==> src/rtl/prefix_adder_6b.sv <==
// Registered WIDTH-bit Kogge-Stone adder: S = X + Y + c_in, with carry-out in S[WIDTH].
// The carry-in enters the prefix tree as node 0, so the tree spans WIDTH+1 nodes.
module prefix_adder_6b #(
  parameter int WIDTH = 6
) (
  input  logic             clk,
  input  logic             rst_n,
  input  logic [WIDTH-1:0] X,
  input  logic [WIDTH-1:0] Y,
  input  logic             c_in,
  input  logic             in_valid,
  output logic [WIDTH:0]   S,
  output logic             out_valid
);

  localparam int LEVELS = $clog2(WIDTH + 1);

  logic [WIDTH-1:0] g_bit;
  logic [WIDTH-1:0] p_bit;
  logic [WIDTH:0]   grp_g;
  logic [WIDTH:1]   grp_p;
  logic [WIDTH:0]   sum_d;
  logic [WIDTH:0]   s_q;
  logic             vld_q;

  assign g_bit = X & Y;
  assign p_bit = X ^ Y;

  // Node j covers operand bit j-1; node 0 is c_in with P=0, so its P is never stored.
  // Each level updates nodes high-to-low so the low partner still holds last level's value.
  // A node whose span reaches node 0 this level (j < 2*dist) gets a gray cell; its P is dead.
  always_comb begin
    grp_g = {g_bit, c_in};
    grp_p = p_bit;
    for (int l = 0; l < LEVELS; l++) begin
      for (int j = WIDTH; j >= (1 << l); j--) begin
        if (j < (2 << l)) begin
          grp_g[j] = grp_g[j] | (grp_p[j] & grp_g[j - (1 << l)]);
          grp_p[j] = 1'b0;
        end else begin
          grp_g[j] = grp_g[j] | (grp_p[j] & grp_g[j - (1 << l)]);
          grp_p[j] = grp_p[j] & grp_p[j - (1 << l)];
        end
      end
    end
  end

  // grp_g[i] is now the carry into bit i; grp_g[WIDTH] is the carry-out.
  assign sum_d = {grp_g[WIDTH], p_bit ^ grp_g[WIDTH-1:0]};

  always_ff @(posedge clk) begin
    if (!rst_n) begin
      s_q   <= '0;
      vld_q <= 1'b0;
    end else begin
      s_q   <= sum_d;
      vld_q <= in_valid;
    end
  end

  assign S         = s_q;
  assign out_valid = vld_q;

endmodule

==> config.mk <==
export PLATFORM = sky130hd
export DESIGN_NAME = prefix_adder_6b
export DESIGN_NICKNAME = d
export VERILOG_FILES = /design/src/rtl/prefix_adder_6b.sv
export SDC_FILE = /design/constraint.sdc
export NUM_CORES = 1
export LEC_CHECK = 0
export ABC_CLOCK_PERIOD_IN_PS = 1350
export CAP_MARGIN = 15
export CORE_MARGIN = 5
export CORE_UTILIZATION = 35
export DETAILED_ROUTE_END_ITERATION = 6
export GPL_ROUTABILITY_DRIVEN = 0
export GPL_TIMING_DRIVEN = 0
export PLACE_DENSITY = 0.78
export SETUP_SLACK_MARGIN = 0.2
export SYNTH_ARGS = -nofsm -noshare
export SYNTH_HDL_FRONTEND = slang
export SYNTH_SLANG_ARGS = --single-unit
==> constraint.sdc <==
create_clock -name clk -period 1.35 [get_ports clk]
set_input_delay 0.27 -clock clk [delete_from_list [all_inputs] [get_ports clk]]
set_output_delay 0.27 -clock clk [all_outputs]
set_load 0.005 [all_outputs]
# Word-level counts from Yosys, hierarchy flattened
# Index checks and enable logic that the tools add are counted.
# Widths: inputs -> output; s select.
[op_classes]
bitwise_logic = 39
[op_table]
columns = ["cell", "count"]
rows = [
  ["$and 1x1->1", 22],
  ["$or 1x1->1", 14],
  ["$xor 6x6->6", 2],
  ["$and 6x6->6", 1],
]
[totals]
ff_bits = 8
input_bits = 16
out_inout_bits = 8
wordCells = 41

# Logic depth before layout (Yosys ltp)
# Gate-level depths: netlist (run 1).
[logic_depth]
word_depth = 7
depth_mapped = 6
depth_no_buf = 6

# Worst setup path after synthesis (run 1)
# OpenSTA, ideal clock, no wires.
[synth_timing]
path_type = "input-to-reg"
startpoint = "input X[0]"
endpoint = "register s_q[5] (netlist: S[5])"
arrival_time_ns = 1.329
required_ns = 1.290
path_slack_ns = -0.039
path_stages = 6
n_path_buf = 0
path_cell_list = "inv_1 -> fa_1 -> nor2b_4 -> o31ai_2 -> a211o_1 -> nand3_2"
[synth_between]
elab_chain_len = 6
[synth_rtl]
columns = ["element", "line", "text"]
rows = [
  ["start, declared", "8", "input logic [WIDTH-1:0] X,"],
  ["$xor 6x6->6", "27", "assign p_bit = X ^ Y;"],
  ["$and 1x1->1", "--", ""],
  ["$or 1x1->1 *", "--", ""],
  ["$and 1x1->1 *", "--", ""],
  ["$or 1x1->1 *", "--", ""],
  ["$xor 6x6->6 *", "49", "assign sum_d = {grp_g[WIDTH], p_bit ^ grp_g[WIDTH-1:0]};"],
  ["end signal, assigned", "56", "s_q <= sum_d;"],
  ["end, declared", "23", "logic [WIDTH:0] s_q;"],
]
# Every way passes the cells marked *; elsewhere a longest branch is shown, timed or not.
# A chain may end at the register's enable or synchronous reset.

# Worst setup path after layout (run 1)
[layout_timing]
startpoint = "input c_in"
endpoint = "register s_q[5] (netlist: S[5])"
[layout_between]
elab_chain_len = 5
[layout_rtl]
columns = ["element", "line", "text"]
rows = [
  ["start, declared", "10", "input logic c_in,"],
  ["$and 1x1->1", "--", ""],
  ["$or 1x1->1", "--", ""],
  ["$and 1x1->1", "--", ""],
  ["$or 1x1->1", "--", ""],
  ["$xor 6x6->6", "49", ""],
]
# Every way passes these cells.

==> results.yml, run 1 <==
sta:
  finalHoldWorstSlack_ns: 0.456
  rsz0062_at_grt: "yes"
  period_share_pct: 88.7
  min_period_ns: 1.20
  setup_violations: 0
  slew_viol_final: 0
  max_freq_mhz: 835
  hold_violations: 0
  tightest_slew_ns: 0.228
  slew_headroom_pct: 84.8
global_routing:
  grt_start_max_net_pins: 11
  grt_overflow: 0
  track_usage_pct: 12.7
  antenna_found_initial: 0
  grt_pass1_vias: 479
  grt_pass1_wl_um: 2040
route:
  antenna_left: 0
  drc: 0
  wl_per_cell_um: 13.8
  drt_iter0_drc: 3
  viasPerCell: 5.13
  num_vias: 508
  firstDrtPassIters: 3
  drt_wl_total_um: 1370
cts:
  clockBufferDepth: 2
  cts_sinks: 8
  htreeDepth: 1
  cts_tree: "done"
  cts.clk_slew.worst_paths_ns: 0.06
  holdBufCountCts: 0
  cts_buffers: 3
  cts-root-buf: "clkbuf_4"
cells_and_area:
  final-seq-area_sq_um: 160
  drive_gt1_share_pct: 39.3
  finalCoreUtilization_pct: 67.1
  mostFrequentLayoutCells: "dlygate4sd2_1 (12), dfxtp_1 (8), ha_4 (6)"
  final_common_cell: "dlygate4sd2_1"
  syn2layout_area_growth_pct: 75.2
  multi_input_area_sq_um: 427
  fill_cells: 117
  fin_nets: 109
  antenna_cells: 0
worst_setup_path:
  cp_max_fo: 3
  cp.required_ns: 1.55
  cp-end-kind: "register"
  crit_arrival_ns: 1.40
  path_class: "in2reg"
  critPathLaunchType: "input pin"
yosys:
  syn_nets: 78
  synth_top_cell_by_area: "dfxtp_1"
  synth_top_area_share_pct: 31.4
  synth-edff-count: 0
  ys.flop_type: "dfxtp_1"
  yosys_warnings: 0
  synthesis.area_sq_um: 510
  synthArstFlopShare_pct: 0
  netlist_instances: 55
  avgSynthCellArea_sq_um: 9.28
  ys_seq_area_share_pct: 31.4
  synth_top_cells_by_area: "dfxtp_1 (31%), ha_1 (15%), fa_1 (3.9%), o21ai_0 (3.9%), nor2_1 (3.7%)"
  synth_cell_type_count: 25
  synth_seq_cells: 8
floorplan:
  die-width_um: 48.2
  core_area_sq_um: 1330
  io_pins: 24
  start_util_pct: 38.3
  die_area_sq_um: 2320
  rows: 13
  die_h_um: 48.2
run:
  drv_cap: 0
status:
  status: "complete, no violations"
placement:
  dp.final_hpwl_um: 1070
  io_buffers: 23
pwr:
  p_leak_nw: 0.413
  vdd_drop_max_uv: 382
  power_density_nw_per_um2: 821
min_path:
  min_path_type: "in2reg"
[critical path: stages]
cell and delay (ns):
buf_8 0.09, inv_8 0.03, fa_2 0.42, nor2b_4 0.17
o31ai_4 0.09, a211o_1 0.27, nand3_2 0.06
[path summary, 6_finish.rpt]
kind | startpoint | to | slack, ns | cells after the start
worst min-delay path | Y[0] | S[0]$_SDFF_PN0_ | 0.46 | 4
worst max-delay path | c_in | S[5]$_SDFF_PN0_ | 0.15 | 7
[synthesized netlist by cell type, types with 2 or more instances]
cell	number
o21ai_1	2
dfxtp_1	8
a21oi_1	2
nor3b_1	2
nor2b_1	3
ha_1	6
nand2_1	4
inv_1	4
o21ai_0	4
nor2_1	5
[state kept, by name, indices dropped and copies added, names as in the netlist]
| name | cells |
|---|---|
| S | 7 |
| out_valid | 1 |
[repair_timing]
item	in CTS	in global routing
gates resized for setup	39	20
setup buffers	2	1
setup endpoints to repair	15	4
pin swaps	12	10
[final cells by class]
cell class | instances | area share, %
plain buffers | 1 | 1.26
clock buffers | 3 | 2.52
inverters | 4 | 2.80
multi-input cells | 42 | 47.7
flip-flops and latches | 8 | 17.9
well taps | 15 | 2.10
repair buffers | 26 | 25.7
[through the flow]
stage	setup WS, ns	cell area (sq um)	cells	setup TNS (ns)	power (mW)
finish	0.153	895	99	0	0.734
global route	0.109	895	99	0	0.782
CTS	0.0541	860	98	0	0.718
detailed placement	-0.662	803	93	-2.96	0.533
global placement	-0.636	803	93	-2.80	0.524
floorplan	0.0696	554	55	0	0.406
[kinds of logic after synthesis]
family	after synthesis	share of synthesized area (%)
flip-flops	8	31.4
buffers and inverters	5	5.15
AO/OA/AOI/OAI	17	24.5
adder cells (fa/ha/maj)	7	18.6
AND/OR/NAND/NOR	18	20.3
[where the power goes]
group	leakage (nW)	total (mW)	switching (mW)	internal [mW]
Sequential	0.0667	0.267	0.00534	0.262
Clock	0.0138	0.187	0.0846	0.102
Combinational	0.333	0.281	0.120	0.160
Total	0.413	0.734	0.210	0.524
[metal layers]
metal  routed length (um)  global-route usage (%)  vias to the layer above
met5                    0                       0                        -
met4                   12                    3.23                        0
met3                  121                    1.11                        2
met2                  746                    24.7                       17
met1                  488                    14.6                      231
li1                     -                       -                      258
No activity file was read; power rests on OpenSTA's default activity.
==> run 2, diff against run 1 <==
GPL_ROUTABILITY_DRIVEN = default   (was 0)
==> results of run 2 <==
No change in the layout: final DEF, timing and power equal those of run 1.
==> edit 1 (config.mk and constraints of run 1) <==
`WIDTH`: 6 -> 5.
--- a/src/rtl/prefix_adder_6b.sv
+++ b/src/rtl/prefix_adder_6b.sv
@@ -3,3 +3,3 @@
 module prefix_adder_6b #(
-  parameter int WIDTH = 6
+  parameter int WIDTH = 5
 ) (
Interface: changed (resized S, X and Y); port bits go from 24 to 21. The function was not compared with the original's and may differ.
==> edit 1 against run 1 <==
Count of clock-buffer cells in the layout is 1 higher. Area after synthesis down 13%. Sequential cell count down 1. Power down 10%. Wire length fell by 21%. Critical path depth shrank 1. Worst setup slack improved by 0.039 ns. Design area down 12%. Critical path type unchanged. Largest cell class unchanged. Highest routed layer is now met3.
==> edit 1: results <==
{
  "outcome": "finished clean",
  "dpl_cell_area_um2": 724.4,
  "n_all_buffers": 26,
  "nonClkBufAreaFrac": 0.2663,
  "clock_area_frac": 0.03349,
  "first_iter_violations": 1,
  "crit_slowest_cell": "or3b_1",
  "worstMarginPinSlew_ns": 0.2756,
  "cts_setup_buffers": 5,
  "grt_pass1_wl_um": 1849,
  "grt_max_degree": 7,
  "via_per_inst": 4.898,
  "grt_pass1_vias": 461,
  "synth_compound_area_frac": 0.1921,
  "syn_inst": 45,
  "synth.distinct_cells": 26,
  "cp_data_arrival_time_ns": 1.28,
  "globalRouteMet1Util": 0.1262,
  "io_buffers": 20,
  "crit_path_end": "S[4]",
  "inv_count": 3,
  "tapCellCount": 14,
  "fill_cells": 94,
  "largest_reg_flops": 6,
  "nClkBuffers": 4,
  "grtUsageMet3": 0.02372,
  "crit_path_max_fanout": 2,
  "multi_input_area_share": 0.4848,
  "wl_um": 1081,
  "cts_resized": 56,
  "worst_slack_ns": 0.1919,
  "startpoint": "Y[0]",
  "pre_cts_slack_ns": -0.4614,
  "grt_util_all_layers": 0.1252,
  "whs_ns": 0.4691,
  "synth_area_leaders": "dfxtp_1, ha_1, fa_1, nor2b_1, nand3b_1",
  "synth_fa_ha_area_frac": 0.1864,
  "synth.net_count": 65,
  "netSwitchingPower_mw": 0.1722,
  "cellLeakagePower_nw": 0.3559,
  "yosysSeqAreaShare": 0.3164,
  "dp.cells": 79,
  "multi_input_comb_cells": 34,
  "fin_util": 0.6786
}
[edit 1: cell count changes after synthesis, sizes merged, moves of 2 or more]
| cell | run 1 | this run |
|---|---|---|
| nor2 | 5 | 2 |
| o21ai | 6 | 4 |
| nand3b | 0 | 2 |
| nand2 | 4 | 0 |
[edit 1: tightest hold or removal path: cells and delay by family]
kind                     cells  cell delay, ns
AO/OA/AOI/OAI                1            0.14
adder cells (fa/ha/maj)      1            0.12
buffers and inverters        1            0.10
AND/OR/NAND/NOR              1            0.04
[edit 1: power groups by stage]
stage	clock (mW)	combinational [mW]	sequential (mW)
2_1_floorplan	0	0.112	0.242
3_3_place_gp	0	0.221	0.237
3_5_place_dp	0	0.229	0.238
4_1_cts	0.185	0.240	0.233
5_1_grt	0.194	0.266	0.235
6_report	0.182	0.243	0.232
[edit 1: per-layer routing]
layer  part of all wire  wire [um]  vias up
met3              0.056         60        0
met1               0.40        427      199
met5                  0          0        -
met4                  0          0        0
li1                   -          -      222
met2               0.55        593       10
==> edit 2 (settings of run 1) <==
Made on the original files. Register the output `S` once more, cleared by the reset; this adds one clock of latency there. The other outputs are not delayed to match. Comments in the files are not updated.
--- a/src/rtl/prefix_adder_6b.sv
+++ b/src/rtl/prefix_adder_6b.sv
@@ -60,3 +60,9 @@
 
-  assign S         = s_q;
+  always_ff @(posedge clk) begin
+    if (!rst_n) begin
+      S <= '0;
+    end else begin
+      S <= s_q;
+    end
+  end
   assign out_valid = vld_q;
Behaviour: not the same (Yosys sat finds a counterexample within 4 cycles, from zero or initial values and one cycle with rst_n low).
==> edit 2 against run 1 <==
Sequential cell count grew 7. Power up 39%. Worst setup slack got worse by 0.058 ns. Die area rose by 26%. Count of clock-buffer cells in the layout stayed put. Design area grew 25%. Combinational power is 3% higher. Clock power up 28%. Critical path depth fell by 2. Sequential share of layout area increased by 8.9 points. Area after synthesis is 33% higher. Wire length increased by 13%. Critical endpoint is now s_q[5]. Largest power group is now sequential cells.
==> edit 2: results <==
{
  "layout-drive-gt1-share": 0.3010,
  "synth.net_count": 93,
  "dp.cells": 120,
  "syn_inst": 70,
  "worst_slack_ns": 0.09491,
  "whs_ns": 0.4061,
  "yosysSeqAreaShare": 0.4420,
  "cts_setup_buffers": 5,
  "cellLeakagePower_nw": 0.5043,
  "synth_fa_ha_area_frac": 0.1400,
  "hpwl_um": 1062,
  "grt_util_all_layers": 0.1190,
  "grtUsageMet3": 0.02493,
  "startpoint": "X[5]",
  "grt_pass1_vias": 616,
  "first_iter_violations": 8,
  "synth_commonest_cells": "dfxtp_1, and2_1, ha_1, nor2_1",
  "pre_cts_slack_ns": -0.7483,
  "fill_cells": 163,
  "outcome": "finished clean",
  "globalRouteMet1Util": 0.1163,
  "wl_met2_um": 808,
  "route.met3.wl_um": 78,
  "dpl_cell_area_um2": 991.0,
  "crit_path_max_fanout": 4,
  "cp_data_arrival_time_ns": 1.48
}
[edit 2: final timing paths]
| kind | cells after the start | endpoint |
|---|---|---|
| setup reg to reg | 1 | S[4] |
| hold / removal | 4 | s_q[0] |
| hold reg to reg | 1 | S[3] |
| setup / recovery | 5 | s_q[5] |
[edit 2: cell type report]
cell class | count | share of cell area
plain buffers | 1 | 0.004469
clock buffers | 3 | 0.02011
clock inverters | 1 | 0.004469
inverters | 4 | 0.02458
multi-input cells | 50 | 0.4112
flip-flops and latches | 15 | 0.2682
well taps | 27 | 0.03017
repair buffers | 29 | 0.2369
[edit 2: worst max-delay path, cell delays in order]
cell and delay [ns]:
clkdlybuf4s50_1 0.45, ha_4 0.30, nand2_1 0.05, o32a_1 0.32
nand3_2 0.08
[edit 2: power breakdown]
part	switching (mW)	internal [mW]	total [mW]
combinational	0.125	0.166	0.290
sequential	0.00709	0.482	0.489
clock	0.129	0.110	0.239
total	0.261	0.757	1.02
